[src/rtl/demux_pkg.sv]
// -----------------------------------------------------------------------------
// demux_pkg
// Shared constants for the 1-to-4 registered demultiplexer.
//   DEFAULT_WIDTH : default data width of d and of every output y0..y3
//   NUM_OUTPUTS   : number of destinations (fixed at 4)
//   SEL_Y0..SEL_Y3: destination select codes driven on sel
//   vld_t         : one-hot strobe vector, bit i belongs to output yi
// -----------------------------------------------------------------------------
package demux_pkg;

  localparam int DEFAULT_WIDTH = 4;
  localparam int NUM_OUTPUTS   = 4;

  localparam logic [1:0] SEL_Y0 = 2'b00;
  localparam logic [1:0] SEL_Y1 = 2'b01;
  localparam logic [1:0] SEL_Y2 = 2'b10;
  localparam logic [1:0] SEL_Y3 = 2'b11;

  typedef logic [NUM_OUTPUTS-1:0] vld_t;

endpackage : demux_pkg

[src/rtl/demux_dec_2to4.sv]
// -----------------------------------------------------------------------------
// demux_dec_2to4
// Combinational 2-to-4 one-hot decoder with enable. Its output is used both
// as the per-output load enable and as the next value of the vld strobe.
// Ports:
//   en  : in,  1 bit  - when 0 the output is all-zeros
//   sel : in,  2 bits - code to decode (SEL_Y0..SEL_Y3)
//   dec : out, 4 bits - one-hot code of sel when en=1, else 0000
// -----------------------------------------------------------------------------
module demux_dec_2to4
  import demux_pkg::*;
(
  input  logic       en,
  input  logic [1:0] sel,
  output vld_t       dec
);

  always_comb begin
    dec = '0;
    if (en) begin
      case (sel)
        SEL_Y0:  dec = 4'b0001;
        SEL_Y1:  dec = 4'b0010;
        SEL_Y2:  dec = 4'b0100;
        SEL_Y3:  dec = 4'b1000;
        // An unknown sel decodes to nothing; no defined routing is promised.
        default: dec = '0;
      endcase
    end
  end

endmodule : demux_dec_2to4

[src/rtl/demux_4b_1_4.sv]
// -----------------------------------------------------------------------------
// demux_4b_1_4
// Registered 1-to-4 demultiplexer. On each rising clk edge with en=1 the data
// word d is written into the output register selected by sel, and vld carries
// the one-hot code of that destination for exactly the following cycle.
//
// Strobe semantics: vld is a pure valid strobe with no ready/back-pressure.
// vld[i]=1 during a cycle means yi was written on the edge that started this
// cycle; the consumer must take the data then or rely on the register holding
// it. At most one vld bit is ever high.
//
// Parameters:
//   WIDTH : data width of d and each output
//   HOLD  : 0 -> non-selected outputs are cleared on every enabled edge
//           1 -> non-selected outputs keep their last written value
// Ports:
//   clk    : in,  1 bit      - rising-edge clock
//   rst_n  : in,  1 bit      - asynchronous active-low reset
//   en     : in,  1 bit      - routing enable; 0 holds outputs, vld=0000
//   sel    : in,  2 bits     - destination select (00->y0 .. 11->y3)
//   d      : in,  WIDTH bits - data to route
//   y0..y3 : out, WIDTH bits - registered routed data
//   vld    : out, 4 bits     - one-hot write strobe
// -----------------------------------------------------------------------------
module demux_4b_1_4
  import demux_pkg::*;
#(
  parameter int WIDTH = DEFAULT_WIDTH,
  parameter bit HOLD  = 1'b0
) (
  input  logic             clk,
  input  logic             rst_n,
  input  logic             en,
  input  logic [1:0]       sel,
  input  logic [WIDTH-1:0] d,
  output logic [WIDTH-1:0] y0,
  output logic [WIDTH-1:0] y1,
  output logic [WIDTH-1:0] y2,
  output logic [WIDTH-1:0] y3,
  output logic [3:0]       vld
);

  vld_t             load;
  logic [WIDTH-1:0] y_q [NUM_OUTPUTS];
  vld_t             vld_q;

  demux_dec_2to4 u_dec (
    .en  (en),
    .sel (sel),
    .dec (load)
  );

  // One WIDTH-bit register per destination. The clear of non-selected
  // outputs is gated by en so that an idle cycle never disturbs stored data.
  always_ff @(posedge clk or negedge rst_n) begin
    if (!rst_n) begin
      for (int i = 0; i < NUM_OUTPUTS; i++) begin
        y_q[i] <= '0;
      end
    end else if (en) begin
      for (int i = 0; i < NUM_OUTPUTS; i++) begin
        if (load[i]) begin
          y_q[i] <= d;
        end else if (!HOLD) begin
          y_q[i] <= '0;
        end
      end
    end
  end

  // The decoder already yields 0000 when en=0, so vld simply registers it.
  always_ff @(posedge clk or negedge rst_n) begin
    if (!rst_n) begin
      vld_q <= '0;
    end else begin
      vld_q <= load;
    end
  end

  assign y0  = y_q[0];
  assign y1  = y_q[1];
  assign y2  = y_q[2];
  assign y3  = y_q[3];
  assign vld = vld_q;

endmodule : demux_4b_1_4

[config.mk]
export PLATFORM = sky130hd
export DESIGN_NAME = demux_4b_1_4
export DESIGN_NICKNAME = d
export VERILOG_FILES = /design/src/rtl/demux_pkg.sv /design/src/rtl/demux_dec_2to4.sv /design/src/rtl/demux_4b_1_4.sv
export SDC_FILE = /design/constraint.sdc
export NUM_CORES = 1
export LEC_CHECK = 0
export CORE_UTILIZATION = 28
export DETAILED_ROUTE_END_ITERATION = 8
export DONT_BUFFER_PORTS = 1
export PLACE_DENSITY = 0.46
export SYNTH_ARGS = -nofsm -noshare
export SYNTH_HDL_FRONTEND = slang
export SYNTH_HIERARCHICAL = 1
export SYNTH_SLANG_ARGS = --single-unit
[constraint.sdc]
create_clock -name clk -period 0.8 [get_ports clk]
set_input_delay 0.16 -clock clk [delete_from_list [all_inputs] [get_ports clk]]
set_output_delay 0.16 -clock clk [all_outputs]
set_load 0.01 [all_outputs]
==> impl_metrics.ini, run 1 <==
[detailed_routing]
via_per_inst = 4.858
firstDrtPassIters = 4
ant_nets = 0
drc = 0
drt_iter0_markers = 13
routed_wl_microns = 1595
wl_per_cell_microns = 15.05
num_vias = 515

[floorplan]
num_rows = 18
coreArea_sq_um = 2545
io_pins = 29
start_util = 0.3058
dieArea_sq_um = 2994
die_w_microns = 54.72
die_h_microns = 54.72

[place]
place_inst = 102
place.detailed.hpwl_microns = 1081
placed_area_sq_um = 795.8
preCtsSetupSlack_ps = 3.224
place.port_buffers = 0
gp_congestion = 0.6341

[timing]
holdWs_ps = -469.3
rsz0062_at_grt = true
finalHoldViolCount = 37
period_share = 1.137
fin_skew_ps = 0
relSlewSlack = 0.7512
tightest_slew_ps = 371.6
layout_min_cycle_time_ps = 909.5
fmaxAchievable_ghz = 1.099
fin_tns_setup_ps = -1864
setup_viol = 20
slew_violations = 0
worst_slack_ps = -109.5

[synth]
synthesis.area_per_instance_sq_um = 10.38
synth_most_common_cell = dfrtp_1
async_flop_share = 1.000
synth_flop_cell = dfrtp_1
synth_common_cells = dfrtp_1, inv_1, nand3_1, o21ai_0
synth_area_sq_um = 778.2
ys_warn_count = 6
synth_top_cell_by_area = dfrtp_1
synth_seq_area_share = 0.6431
postSynthCellCount = 75
synth_seq_cells = 20
yosysTopAreaCellShare = 0.6431
synth.area.top_cells = dfrtp_1, nand3_1, o21ai_0, inv_1, and3b_1
synth_edf_count = 0
synth.distinct_cells = 9
synthesis.nets = 84

[worst_setup_path]
endpoint_kind = output port
startpoint_type = flop
crit_path_max_fanout = 2
rr_endpoint = y1[0]$_DFFE_PN0P_
r2r_cells = 2
arrival_ps = 750
required_ps = 640
rrSetupSlack_ps = 90
critPathKind = reg2out
r2r-start = y1[0]$_DFFE_PN0P_

[status]
status = complete, but fails checks
failed_checks = negative hold slack, negative setup slack

[layout]
layout.nets = 86
syn2layout_area_growth_pct = 9.003
fillCellCount = 274
antenna_cells = 0
final_cell_area_sq_um = 848.3
layout-drive-gt1-share = 0.07895
final_cells = 106

[worst_hold_path]
hp-class = in2async

[pwr]
seq_power_share = 0.556
powerDensity_nw_per_um2 = 2311
net-switching-power_w = 0.0003856
ir_drop_mv = 0.8821
swShare = 0.1966
p_clk_frac = 0.419
power.leakage_nw = 0.3731
pwr-share-comb = 0.025
power.internal_w = 0.001575

[grt]
antenna_found_initial = 0
grt.overflow.total = 0
first_global_vias = 517
grt_pass1_wl_microns = 2449
grt_start_max_net_pins = 37
track_usage = 0.1259

[cts]
cts_tree = yes
cts_sinks = 20
clockRootBuffer = clkbuf_4
htreeDepth = 1
cts_setup_buffers = 0
clkTransAtPathRegs_ps = 120
cts_buffer_depth = 2
worstSkewPairLatency_ps = 300
cts_buffers = 3

[job]
drv_cap = 0
-- state kept, by name, indices dropped and copies added, names as in the netlist --
name / flops
vld: 4
y0: 4
y1: 4
y2: 4
y3: 4
-- placed cells by master, fill, tap and decap left out --
cell	instances
and3_2	1
and3b_1	2
bufinv_16	1
clkbuf_4	3
dfrtp_1	20
inv_1	16
nand3_1	16
nor3b_2	1
o21ai_0	15
o21ai_1	1
-- cell type report --
type,count,area (sq um),area share
Inverter,16,60.06,0.07080
Clock buffer,3,22.52,0.02655
Clock inverter,1,30.03,0.03540
Sequential cell,20,500.5,0.5900
Tap cell,30,37.54,0.04425
Multi-Input combinational cell,36,197.7,0.2330
-- worst max-delay path by stage --
| stage | depth (start not counted) | to | from |
|---|---|---|---|
| after detailed placement | 3 | y0[3]$_DFFE_PN0P_ | sel[0] |
| after floorplan | 3 | y0[1]$_DFFE_PN0P_ | sel[0] |
| after CTS | 0 | y1[1] | y1[1]$_DFFE_PN0P_ |
| final | 0 | y1[1] | y1[1]$_DFFE_PN0P_ |
| after global routing | 0 | y0[0] | y0[0]$_DFFE_PN0P_ |
| after global placement | 3 | y0[3]$_DFFE_PN0P_ | sel[0] |
-- cells by family after synthesis --
group                  synth area share
AOI/OAI and AO/OA                0.1029
buffers and inverters            0.1029
DFF                              0.6431
and+or+nand+nor                  0.1511
-- per-stage QoR --
stage | hold WS (ps) | total power, W | util
finish | -469.3 | 0.001961 | 0.3333
global route | -515.6 | 0.002073 | 0.3333
CTS | -488.2 | 0.002000 | 0.3333
detailed placement | -135.1 | 0.001159 | 0.3127
global placement | -135.1 | 0.001159 | 0.3127
floorplan | -135.6 | 0.001162 | -
-- what timing repair did --
item	in CTS	in global routing
setup endpoints to repair	20	21
endpoints found under the hold margin	37	37
resized for setup	0	1
-- per-layer routing --
layer,GRT usage,vias to the layer above,wire [microns]
met2,0.1707,27,655
met3,0.05000,2,176
met4,0.07692,0,15
met1,0.1639,242,748
li1,-,244,-
met5,0,-,0
-- power by group through the flow --
stage	Clock, W	Combinational (W)	Sequential (W)
floorplan	0	0.0000595	0.00110
global placement	0	0.0000477	0.00111
detailed placement	0	0.0000491	0.00111
CTS	0.000859	0.0000491	0.00109
global route	0.000919	0.0000566	0.00110
finish	0.000823	0.0000486	0.00109
(Power assumes the default switching activity.)
==> run 2: changes to the inputs <==
--- a/config.mk
+++ b/config.mk
@@ -7,2 +7,4 @@
 export LEC_CHECK = 0
+export CELL_PAD_IN_SITES_DETAIL_PLACEMENT = 1
+export CELL_PAD_IN_SITES_GLOBAL_PLACEMENT = 1
 export CORE_UTILIZATION = 28
@@ -10,3 +12,3 @@
 export DONT_BUFFER_PORTS = 1
-export PLACE_DENSITY = 0.46
+export PLACE_DENSITY = 0.56
 export SYNTH_ARGS = -nofsm -noshare
==> constraint.sdc (replaced) <==
create_clock -name clk -period 0.8 [get_ports clk]
set_input_delay 0.24 -clock clk [delete_from_list [all_inputs] [get_ports clk]]
set_output_delay 0.24 -clock clk [all_outputs]
set_load 0.01 [all_outputs]
==> run 2 against run 1 <==
Compared with the run above: the run still ends with negative hold slack, negative setup slack left; final cell count increased by 2.8%; flip-flop and latch count unchanged; clock power fell by 29%; die area is the same; sequential share of layout area decreased by 0.43 points; critical endpoint unchanged.
==> impl_metrics.ini, run 2 (synthesis gave the netlist of run 1 again) <==
[worst_setup_path]
crit_path_max_fanout = 2
rrSetupSlack_ps = 110
startpoint_type = flop
required_ps = 560
arrival_ps = 740
critPathKind = reg2out
endpoint_kind = output port

[grt]
grt.overflow.total = 0
antenna_found_initial = 0
grt_pass1_wl_microns = 2815
track_usage = 0.1382
first_global_vias = 571
grt_start_max_net_pins = 37

[place]
gp_congestion = 0.6376
preCtsSetupSlack_ps = -68.18
place.port_buffers = 0

[pwr]
powerDensity_nw_per_um2 = 2022
power.leakage_nw = 0.3820
ir_drop_mv = 0.9467

[floorplan]
start_util = 0.3058
io_pins = 29
die_h_microns = 54.72
coreArea_sq_um = 2545
dieArea_sq_um = 2994
num_rows = 18
die_w_microns = 54.72

[layout]
layout_common_cells = dfrtp_1, inv_1, nand3_1, o21ai_0
syn2layout_area_growth_pct = 9.807
multiInputGateArea_sq_um = 197.7
regArea_sq_um = 500.5
layout-drive-gt1-share = 0.1139
antenna_cells = 0
layout_commonest_cell = dfrtp_1
fillCellCount = 309
layout.nets = 89
utilization = 0.3358

[timing]
setup_viol = 20
finalHoldViolCount = 20
fmaxAchievable_ghz = 1.018
relSlewSlack = 0.7777
tightest_slew_ps = 331.9
worst_slack_ps = -182.0
layout_min_cycle_time_ps = 982.0
fin_skew_ps = 0
rsz0062_at_grt = true
fin_tns_setup_ps = -3310
slew_violations = 0
holdWs_ps = -377.3
period_share = 1.227

[detailed_routing]
routed_wl_microns = 1657
num_vias = 518
wl_per_cell_microns = 15.20
firstDrtPassIters = 4
ant_nets = 0
drc = 0
drt_iter0_markers = 3
via_per_inst = 4.752

[cts]
clkTransAtPathRegs_ps = 110
worstSkewPairLatency_ps = 290
clockRootBuffer = clkbuf_4
cts_sinks = 20
cts_tree = yes
htreeDepth = 1
cts_buffers = 3
cts_buffer_depth = 2
cts_setup_buffers = 0

[status]
failed_checks = negative hold slack, negative setup slack
status = complete, but fails checks

[job]
drv_cap = 0

[worst_hold_path]
hp-class = in2async
-- run 2: power by group --
part,switching (W),total [W],internal (W),leakage (nW)
Clock,0.000306,0.000583,0.000277,0.0210
Sequential,0.0000417,0.00109,0.00105,0.273
Combinational,0.0000286,0.0000561,0.0000275,0.0876
Total,0.000376,0.00173,0.00135,0.382
-- run 2: worst paths after layout --
path / from / to / cells after the start
worst max-delay path: y1[1]$_DFFE_PN0P_ / y1[1] / 0
worst min-delay path: rst_n / vld[0]$_DFF_PN0_ / 0
worst max register to register: y0[0]$_DFFE_PN0P_ / y0[0]$_DFFE_PN0P_ / 2
worst min register to register: y3[1]$_DFFE_PN0P_ / y3[1]$_DFFE_PN0P_ / 2
max in group asynchronous: rst_n / vld[1]$_DFF_PN0_ / 0
min in group clk: en / y3[0]$_DFFE_PN0P_ / 1
-- run 2: area by class of cell --
class	instances	area share
well taps	30	0.04392
repair buffers	3	0.02635
flip-flops and latches	20	0.5857
multi-input cells	36	0.2313
clock buffers	4	0.04246
inverters	16	0.07028
-- run 2: per-layer routing --
layer,vias up,global-route usage,part of all wire
met3,2,0.04167,0.068
met1,251,0.1861,0.48
li1,251,-,-
met2,14,0.1948,0.44
met4,0,0.07692,0.012
met5,-,0,0
-- run 2: per-stage QoR --
| stage | area, sq um | total power [W] | hold WS, ps | std cells |
|---|---|---|---|---|
| floorplan | 778.2 | 0.001162 | -55.59 | 75 |
| global placement | 818.3 | 0.001166 | -55.21 | 105 |
| detailed placement | 818.3 | 0.001168 | -55.17 | 105 |
| CTS | 854.6 | 0.001745 | -389.1 | 109 |
| global route | 854.6 | 0.001785 | -398.7 | 109 |
| finish | 854.6 | 0.001728 | -377.3 | 109 |
-- run 2: repair_timing --
item | 4_1_cts | 5_1_grt
hold endpoints to repair | 20 | 20
gates cloned | 0 | 0
endpoints found under the setup margin | 20 | 20
gates resized for setup | 0 | 0
